**src/rtl/seq_1011_gen.sv**
```systemverilog
// seq_1011_gen: serial frame generator that sends a latched pattern MSB first, rpt+1 times.
// Build option: define SEQ_GAP_EN to insert one idle GAP cycle between consecutive frames.
module seq_1011_gen #(
  parameter int unsigned PAT_W = 4,
  parameter int unsigned RPT_W = 4
) (
  input  logic             clk,
  input  logic             rst,
  input  logic             start,
  input  logic             abort,
  input  logic [PAT_W-1:0] pattern,
  input  logic [RPT_W-1:0] rpt,
  output logic             x,
  output logic             x_valid,
  output logic             busy,
  output logic             done
);

  localparam int unsigned IDX_W = (PAT_W > 1) ? $clog2(PAT_W) : 1;
  localparam logic [IDX_W-1:0] IDX_MSB = IDX_W'(PAT_W - 1);

`ifdef SEQ_GAP_EN
  typedef enum logic [1:0] {IDLE = 2'd0, SHIFT = 2'd1, GAP = 2'd2, DONE = 2'd3} state_t;
`else
  typedef enum logic [1:0] {IDLE = 2'd0, SHIFT = 2'd1, DONE = 2'd3} state_t;
`endif

  state_t           state_q, state_d;
  logic [PAT_W-1:0] pat_q, pat_d;
  logic [RPT_W-1:0] frames_q, frames_d;
  logic [IDX_W-1:0] idx_q, idx_d;
  logic             x_d, x_valid_d, busy_d, done_d;

  // State, latched request and registered outputs.
  always_ff @(posedge clk) begin
    if (rst) begin
      state_q  <= IDLE;
      pat_q    <= '0;
      frames_q <= '0;
      idx_q    <= '0;
      x        <= 1'b0;
      x_valid  <= 1'b0;
      busy     <= 1'b0;
      done     <= 1'b0;
    end else begin
      state_q  <= state_d;
      pat_q    <= pat_d;
      frames_q <= frames_d;
      idx_q    <= idx_d;
      x        <= x_d;
      x_valid  <= x_valid_d;
      busy     <= busy_d;
      done     <= done_d;
    end
  end

  // Next state and next output values; idx_q is the index of the bit now on x.
  always_comb begin
    state_d   = state_q;
    pat_d     = pat_q;
    frames_d  = frames_q;
    idx_d     = idx_q;
    x_d       = 1'b0;
    x_valid_d = 1'b0;
    busy_d    = 1'b0;
    done_d    = 1'b0;
    case (state_q)
      IDLE: begin
        if (start && !abort) begin
          state_d   = SHIFT;
          pat_d     = pattern;
          frames_d  = rpt;
          idx_d     = IDX_MSB;
          x_d       = pattern[PAT_W-1];
          x_valid_d = 1'b1;
          busy_d    = 1'b1;
        end
      end
      SHIFT: begin
        if (abort) begin
          state_d = IDLE;
        end else if (idx_q != '0) begin
          idx_d     = idx_q - IDX_W'(1);
          x_d       = pat_q[idx_d];
          x_valid_d = 1'b1;
          busy_d    = 1'b1;
        end else if (frames_q != '0) begin
          frames_d = frames_q - RPT_W'(1);
          busy_d   = 1'b1;
`ifdef SEQ_GAP_EN
          state_d  = GAP;
`else
          idx_d     = IDX_MSB;
          x_d       = pat_q[PAT_W-1];
          x_valid_d = 1'b1;
`endif
        end else begin
          state_d = DONE;
          busy_d  = 1'b1;
          done_d  = 1'b1;
        end
      end
`ifdef SEQ_GAP_EN
      GAP: begin
        if (abort) begin
          state_d = IDLE;
        end else begin
          state_d   = SHIFT;
          idx_d     = IDX_MSB;
          x_d       = pat_q[PAT_W-1];
          x_valid_d = 1'b1;
          busy_d    = 1'b1;
        end
      end
`endif
      DONE: begin
        state_d = IDLE;
      end
      default: begin
        state_d = IDLE;
      end
    endcase
  end

endmodule

```
**config.mk**
```make
export PLATFORM = sky130hd
export DESIGN_NAME = seq_1011_gen
export DESIGN_NICKNAME = d
export VERILOG_FILES = /design/src/rtl/seq_1011_gen.sv
export SDC_FILE = /design/constraint.sdc
export NUM_CORES = 1
export LEC_CHECK = 0
export ABC_CLOCK_PERIOD_IN_PS = 5700
export BUFFER_PORTS_ARGS = -buffer_cell sky130_fd_sc_hd__buf_2
export CORE_MARGIN = 4
export CORE_UTILIZATION = 55
export DETAILED_ROUTE_END_ITERATION = 10
export GPL_TIMING_DRIVEN = 0
export PLACE_DENSITY = 0.8
export RECOVER_POWER = 50
export SETUP_SLACK_MARGIN = 0.3
export SLEW_MARGIN = 15
export SYNTH_ARGS = -nofsm -noshare
export SYNTH_HDL_FRONTEND = slang
export SYNTH_SLANG_ARGS = --single-unit
```
**constraint.sdc**
```tcl
create_clock -name clk -period 5.7 [get_ports clk]
set_clock_uncertainty 0.2 [all_clocks]
set_input_delay 1.14 -clock clk [delete_from_list [all_inputs] [get_ports clk]]
set_output_delay 1.14 -clock clk [all_outputs]
set_load 0.01 [all_outputs]
```
== Yosys cells after proc, flatten, opt, wreduce, memory -nomap -nowiden ==
Cells that the tools add are included.

* Bits in registers: 16
* Bits of input ports: 12
* Output and inout port bits: 4

* Add/subtract/negate cells: 2
* Magnitude comparators: 1
* Equality and inequality tests: 8
* Mux-type cells: 30
* Bitwise gates (word level): 1
* Reductions and logical operators: 11

{| class="wikitable"
|+ Operator list
! kind !! count
|-
| $mux 2 || 8
|-
| $mux 4 || 4
|-
| $mux 1 || 11
|-
| $ne 3x3->1 const B || 3
|-
| $ne 2x2->1 const B || 4
|-
| $pmux 2 s2 || 2
|-
| $pmux 4 s2 || 1
|-
| $pmux 1 s2 || 3
|-
| $reduce_and 5->1 || 1
|-
| $reduce_and 4->1 || 1
|-
| $reduce_bool 2->1 || 2
|-
| $reduce_bool 4->1 || 1
|-
| $reduce_or 4->1 || 1
|-
| $sub 4x1->4 const B || 1
|-
| $lt 2x3->1 const B || 1
|-
| $reduce_and 3->1 || 1
|-
| $bmux 1 s2 || 1
|-
| $eq 2x1->1 const B || 1
|-
| $logic_not 2->1 || 1
|-
| $reduce_and 2->1 || 1
|-
| $sub 2x1->2 const B || 1
|-
| $logic_and 1x1->1 || 1
|-
| $logic_not 1->1 || 1
|-
| $not 1->1 || 1
|}

== Depth between registers and ports, before layout ==
Gate-level depths: netlist (run 1).

* Word-level depth: 6
* Mapped depth: 6
* Depth with buffers taken out: 6

== Worst setup path after synthesis (run 1) ==
No wires, ideal clock.

* Kind: input to register
* Start: input port abort
* End: register frames_q[0]
* Arrival time: 2.132 ns
* Setup slack: 3.293 ns
* Stages: 4
* Buffers on the path: 0
* Cell sequence: nor4b_4 > a31oi_4 > or3_1 > a31oi_1

* Longest elaborated chain between the ends: 4
* Elaborated cells on any way between the ends: 5
* Those cells by class: eq/ne: 2; reduce/logical: 3

{| class="wikitable"
|+ Ends and longest elaborated chain
! what !! RTL line !! RTL
|-
| start, declared || 10 || <nowiki>input logic abort,</nowiki>
|-
| $logic_not 1->1 || 69 || <nowiki>if (start && !abort) begin</nowiki>
|-
| $logic_and 1x1->1 || 69 ||
|-
| $ne 2x2->1 (no source line) || - ||
|-
| $reduce_and 5->1 (no source line) * || - ||
|-
| end signal, assigned || 48 || <nowiki>frames_q <= frames_d;</nowiki>
|-
| end, declared || 30 || <nowiki>logic [RPT_W-1:0] frames_q, frames_d;</nowiki>
|}

Mark *: on every way between the ends. The rest lies on a longest branch, timed or not.
A chain may end at the register's enable or synchronous reset.

== Worst setup path in the final report (run 1) ==
Same ends and word-level chain as after synthesis.

==> run metrics, run 1 <==
run status=finished, violations left; failing checks=capacitance limit, slew limit; crit-path max cell delay=1.33 ns; Total Wirelength=1580 um; Peak VDD IR=0.000152 V; GRT overflow=0; area grow syn2layout=12.7%; Finish-stage setup viols=0; Ant. Diodes=0; clk_lat worst skew=0.29 ns; post-CTS sizing=0; R2R Setup Slk=2.98 ns; Core ar.=0.00132 sq mm; Max Fclk=311 MHz; WL/cell=13.5 um; Leak=0.000340 uW; crit-path cells=clkbuf_1 > nor4b_1 > a31oi_4 > or3_1 > a31oi_1; met1 Use GR=22.5%; Switching Fraction=26.6%; Routed Antenna Nets=0; busiest grt layer=met2; die height=45.7 um; largest family of logic cells by synthesized area=simple AND/OR/NAND/NOR gates; first-pass GRT wire length=2650 um; mux cell area share after synthesis=5.13%; Horiz. Die Dim=45.7 um; post-synthesis compound-gate area fraction=16.2%; grt met2 use=29.0%; Netlist cell types=33; adder-cell share of the synthesized area=3.21%; Crit Path Category=in -> reg; max-cap viol count=1; RSZ-0062 raised after global routing=false; Int Pwr=174 uW; Cells after Synth=84; worst slack at placement=3.01 ns; Worst EP required=5.72 ns; Relative slew margins=-12.5%; fraction of layout cells with a size suffix above 1=14.7%; sequential share of power=51.5%; Switch Pwr=62.9 uW; cts bufs inserted=3; Synth top area share=41.0%; Slew @ Worst Pin=1.66 ns; vias in the first global route=653; Worst Reg-to-Reg Cells=5; num rows=13; Worst Path Arrival=3.24 ns; Synth Warn #=0; Hold Path Stages=2; total power=237 uW; RR Startpoint=state_q[1]$_SDFFE_PP0P_; antenna violations before repair=0; Max H-tree Level=1; XOR/XNOR Fraction of Synth Area=0%; crit path max fanout=8; CTS tree=yes; gp weighted congestion=0.777; clock net sink count=16; Slew Viols, Final=9; Clock Power Share=31.9%; 1st-iter DRT viols=10; PortBufs=14; Clock Tree Buf Depth=2; largest net degree at the start of global routing=11; Final nets=117; Starting Density=59.3%; GR Util All Layers=17.7%; post-CTS setup buffer count=0; I/O pin count=16; Mapped Area=781 sq um; Final Critical Period=3.22 ns; Final Cycle Share=56.4%; commonest non-fill, non-tap cell in the layout=dfxtp_1; r2r endpoint=frames_q[0]$_SDFFE_PP0P_; Avg Cell Area, Syn=9.29 sq um; Final Hold Vio Count=0; Hold Crit Endpoint=frames_q[1]$_SDFFE_PP0P_; Critical Path Source Type=input port; DRC viols=0; M3 GR Usage=2.37%; post-synthesis sequential area ratio=41.0%; Hold/Removal Path Class=reg -> reg; Pwr Density=269 mW/mm^2; number of synthesized register bits=16; drt first pass iters=4; cts hold-fix bufs=0; largest cells by area after synthesis=dfxtp_1 41%, mux2i_1 5.1%, nor2_1 4.8%, a21oi_1 3.8%, ha_1 3.2%; slowest CP cell=nor4b_1; Logic pwr share=16.6%; Total Die Area=0.00209 sq mm; most frequent cells in the layout=16 x dfxtp_1, 10 x nor2_1, 9 x buf_2, 7 x clkbuf_1, 6 x a21oi_1; Root Driver=clkbuf_4; TNS Setup=0 ns; post-synth top area cell=dfxtp_1; Post-Syn Nets=98; setup slack after layout=2.48 ns; Via density=5.83; dpl hpwl=1190 um; routed via count=682; simple-gate share of the synthesized area=29.6%; Critical Path Sink Type=register; Worst Hold Launch=frames_q[1]$_SDFFE_PP0P_; clk slew on worst S/H paths=0.09 ns
## cell usage after synthesis
cell type   n
nor2_1     10
nand4bb_1   1
ha_1        2
a21oi_1     6
clkbuf_1    2
nand2_1     4
nand2b_1    3
dfxtp_1    16
mux2i_1     4
or3_1       1
and4_1      1
a31oi_1     1
inv_1       5
nand3b_1    2
nor2b_1     1
and3_1      1
a311oi_1    2
buf_6       1
nor4bb_1    1
o21ai_0     2
or3b_1      1
a31oi_4     1
nor4_1      2
nand3_1     1
a21o_1      2
a211o_1     1
nor4b_4     1
o41ai_1     1
nor3b_2     1
a221oi_1    1
or2_0       1
nor3_1      4
nor3b_1     1
## sequential cells by signal (all words and copies together), names as in the netlist
signal / count
state_q: 2
idx_q: 2
pat_q: 4
busy: 1
done: 1
frames_q: 4
x: 1
x_valid: 1
## per-layer routing
layer	wire (um)	vias up	part of all wire, %
met5	0	-	0
met4	36	0	2.3
met3	80	5	5.1
met2	746	19	47
met1	718	313	45
li1	-	345	-
## logic make-up (layout without fill, tap and decap cells)
| group | count (synthesis) | after routing |
|---|---|---|
| adders and majority gates | 2 | 2 |
| and+or+nand+nor | 37 | 37 |
| muxes | 4 | 4 |
| AOI/OAI and AO/OA | 17 | 17 |
| buffers and inverters | 8 | 26 |
| DFF | 16 | 16 |
## per-stage QoR
stage | cells | util, % | cell area, sq um | hold slack [ns]
CTS | 117 | 68.8 | 906 | 0.280
finish | 117 | 66.8 | 880 | 0.281
detailed placement | 113 | 66.0 | 870 | 0.266
global route | 117 | 66.8 | 880 | 0.301
floorplan | 84 | - | 781 | 0.245
global placement | 113 | 66.0 | 870 | 0.261
## power groups by stage
stage,clock [uW],sequential (uW),combinational [uW]
detailed placement,0,124,40.5
finish,75.6,122,39.3
global route,80.0,123,44.2
floorplan,0,124,29.2
global placement,0,124,39.0
CTS,74.8,122,40.6
## worst max path at each step
| stage | depth (start not counted) | startpoint | to | slack (ns) |
|---|---|---|---|---|
| after global placement | 5 | abort | frames_q[0]$_SDFFE_PP0P_ | 2.99 |
| after CTS | 5 | abort | frames_q[0]$_SDFFE_PP0P_ | 3.29 |
| after detailed placement | 5 | abort | frames_q[0]$_SDFFE_PP0P_ | 3.01 |
| final | 5 | abort | frames_q[0]$_SDFFE_PP0P_ | 2.48 |
| after global routing | 5 | abort | frames_q[0]$_SDFFE_PP0P_ | 2.26 |
| after floorplan | 4 | abort | frames_q[0]$_SDFFE_PP0P_ | 3.29 |
## area by class of cell
type	instances	area, sq um
clock buffer	4	36.3
tap	15	18.8
timing repair buffer	14	63.8
buffer	3	18.8
inverter	5	18.8
fill	113	438
sequential	16	320
multi-input combinational	60	403
## critical path, delay by kind of cell
kind / cells / cell delay [ns]
buffers and inverters: 1 / 0.12
AOI/OAI and AO/OA: 2 / 0.27
and+or+nand+nor: 2 / 1.71
Note: power is estimated with default switching activity, not from simulation.
==> run 2, diff against run 1 <==
--- a/config.mk
+++ b/config.mk
@@ -5,13 +5,14 @@
 export SDC_FILE = /design/constraint.sdc
 export NUM_CORES = 1
 export LEC_CHECK = 0
-export ABC_CLOCK_PERIOD_IN_PS = 5700
+export ABC_AREA = 1
+export ABC_CLOCK_PERIOD_IN_PS = 2800
 export BUFFER_PORTS_ARGS = -buffer_cell sky130_fd_sc_hd__buf_2
 export CORE_MARGIN = 4
-export CORE_UTILIZATION = 55
+export CORE_UTILIZATION = 46
 export DETAILED_ROUTE_END_ITERATION = 10
 export GPL_TIMING_DRIVEN = 0
-export PLACE_DENSITY = 0.8
+export PLACE_DENSITY = 0.71
 export RECOVER_POWER = 50
 export SETUP_SLACK_MARGIN = 0.3
 export SLEW_MARGIN = 15
==> constraint.sdc (replaced) <==
create_clock -name clk -period 2.8 [get_ports clk]
set_clock_uncertainty 0.2 [all_clocks]
set_input_delay 0.56 -clock clk [delete_from_list [all_inputs] [get_ports clk]]
set_output_delay 0.56 -clock clk [all_outputs]
set_load 0.01 [all_outputs]
==> run 2 against run 1 <==
  * The flow now finishes without violations
  * Sequential power is 110% higher
  * Core utilization is 9.3 points lower
  * Power is 100% higher
  * Worst hold slack better by 0.013 ns
  * Area after synthesis is 1.4% higher
  * Critical path type is now reg -> reg
==> run metrics, run 2 <==
Pwr Density=531 mW/mm^2; GRT overflow=0; cts bufs inserted=3; Max H-tree Level=1; Multi-input gate area=407 sq um; final hold slack=0.294 ns; Post-Syn Nets=136; Crit Path Category=reg -> reg; Leak=0.000424 uW; gp weighted congestion=0.752; Worst Hold Launch=pat_q[1]$_SDFFE_PP0P_; largest family of logic cells by synthesized area=simple AND/OR/NAND/NOR gates; vias in the first global route=711; crit-path cells=inv_1 > ha_1 > inv_1 > nand3_1 > nand3_1 > nor2_2 > nor2_1 > nor2_1; I/O pin count=16; drt first pass iters=4; crit path from=idx_q[0]$_SDFFE_PP0P_; Avg Cell Area, Syn=6.49 sq um; Worst Reg-to-Reg Cells=8; Cells after Synth=122; Finish-stage setup viols=0; Post-synth EDFFs=0; Post-synth ARST share=0%; Hold Crit Endpoint=pat_q[1]$_SDFFE_PP0P_; fraction of layout cells with a size suffix above 1=15.1%; TNS Setup=0 ns; Via density=5.10; Critical Path Sink Type=register; clk_lat worst skew=0.29 ns; crit-path max cell delay=0.41 ns; slowest CP cell=dfxtp_1; Hold Path Stages=2; Final Critical Period=1.59 ns; num rows=14; GR Util All Layers=14.5%; Horiz. Die Dim=49.5 um; Largest regs=frames_q x4, pat_q x4; area grow syn2layout=13.1%; worst slack at placement=1.10 ns; Post-synth top cells=32 x nand2_1, 22 x nor2_1, 16 x dfxtp_1; Final nets=155; Clock Tree Buf Depth=2; first-pass GRT wire length=2820 um; crit path max fanout=5; simple-gate share of the synthesized area=37.0%; Slew Viols, Final=0; largest cells by area after synthesis=dfxtp_1 40%, nand2_1 15%, nor2_1 10%, nand3_1 5.7%, inv_1 5.7%; Routed Antenna Nets=0; Ant. Diodes=0; post-synthesis sequential area ratio=40.4%; Hold/Removal Path Class=reg -> reg; PortBufs=14; most frequent cells in the layout=32 x nand2_1, 22 x nor2_1, 16 x dfxtp_1, 13 x inv_1, 11 x buf_2; most common cell in the netlist=nand2_1; Final Hold Vio Count=0; RSZ-0062 raised after global routing=false; RR Startpoint=idx_q[0]$_SDFFE_PP0P_; WL/cell=10.2 um; run status=complete, no violations; commonest non-fill, non-tap cell in the layout=nand2_1; Slew @ Worst Pin=0.404 ns; largest net degree at the start of global routing=11; number of synthesized register bits=16; Mapped Area=792 sq um; routed via count=790; FF+latch area=320 sq um; die height=49.5 um; Synth Warn #=0; post-synth top area cell=dfxtp_1; R2R Setup Slk=1.21 ns; Relative slew margins=73.1%; clock net sink count=16; clk slew on worst S/H paths=0.08 ns; max-cap viol count=0; DRC viols=0; Total Die Area=0.00245 sq mm; Peak VDD IR=0.000305 V; # fillers=165; 1st-iter DRT viols=14; Root Driver=clkbuf_4; mux cell area share after synthesis=0%; Worst EP required=2.79 ns; Worst Path Arrival=1.58 ns; CP bufs+invs=2; Final Cycle Share=56.8%; CP delay by family, top=flip-flops; Netlist cell types=16; Critical Path Source Type=register; r2r endpoint=frames_q[0]$_SDFFE_PP0P_; post-CTS sizing=0; Synth top area share=40.4%; Max Fclk=629 MHz; antenna violations before repair=0; setup slack after layout=1.21 ns; cts hold-fix bufs=0; adder-cell share of the synthesized area=3.16%; CTS tree=yes; dpl hpwl=1230 um; Main synth FF type=dfxtp_1; Starting Density=50.8%; post-CTS setup buffer count=0; XOR/XNOR Fraction of Synth Area=0%; Core ar.=0.00156 sq mm; post-synthesis compound-gate area fraction=11.8%; Total Wirelength=1580 um
## run 2: changes by cell type in the layout (fill, tap and decap cells not counted), sizes merged, moves of 3 or more
cell    change
o21ai       +9
nand2b      -3
mux2i       -4
clkbuf      -5
nor2       +15
nand2      +29
nand3       +9
inv        +10
## run 2: routing by layer
metal  GRT usage, %  vias to the layer above  wire length, um
met2           24.6                       16              726
li1               -                      422                -
met1           16.9                      347              729
met3           2.11                        5               74
met5              0                        -                0
met4           9.68                        0               44
## run 2: cell families (layout without fill, tap and decap cells)
| group | after synthesis | in the layout |
|---|---|---|
| DFF | 16 | 16 |
| AOI/OAI and AO/OA | 18 | 18 |
| adders and majority gates | 2 | 2 |
| buffers and inverters | 16 | 33 |
| and+or+nand+nor | 70 | 70 |
## run 2: how the worst max path moves through the flow
stage,slack [ns],cells after the start,endpoint
final,1.21,8,frames_q[0]$_SDFFE_PP0P_
after global routing,1.05,7,idx_q[0]$_SDFFE_PP0P_
after CTS,1.22,8,frames_q[0]$_SDFFE_PP0P_
after detailed placement,1.10,7,frames_q[0]$_SDFFE_PP0P_
after global placement,1.11,7,frames_q[0]$_SDFFE_PP0P_
after floorplan,1.37,6,frames_q[0]$_SDFFE_PP0P_
## run 2: power by group
part | switching (uW) | internal [uW] | total, uW | leakage [uW]
logic | 64.7 | 39.6 | 104 | 0.000279
clock network | 67.4 | 50.1 | 117 | 0.0000138
registers | 11.2 | 243 | 254 | 0.000131
total | 143 | 333 | 476 | 0.000424
## run 2: metrics by stage
step,area [sq um],utilization (%),instances,power (uW)
2_1_floorplan,792,-,122,337
3_3_place_gp,882,56.6,152,362
3_5_place_dp,882,56.6,152,365
4_1_cts,905,58.0,155,483
5_1_grt,896,57.5,155,508
6_report,896,57.5,155,476
## run 2: area by class of cell
type | count | share of cell area, %
tap | 16 | 2.23
multi-input combinational | 90 | 45.4
clock buffer | 3 | 2.51
buffer | 1 | 0.419
inverter | 15 | 6.28
timing repair buffer | 14 | 7.40
sequential | 16 | 35.8
## run 2: tightest hold or removal path, stage by stage (launching register included)
cell     delay (ns)
dfxtp_1        0.33
nor2_1         0.05
nor2_1         0.09
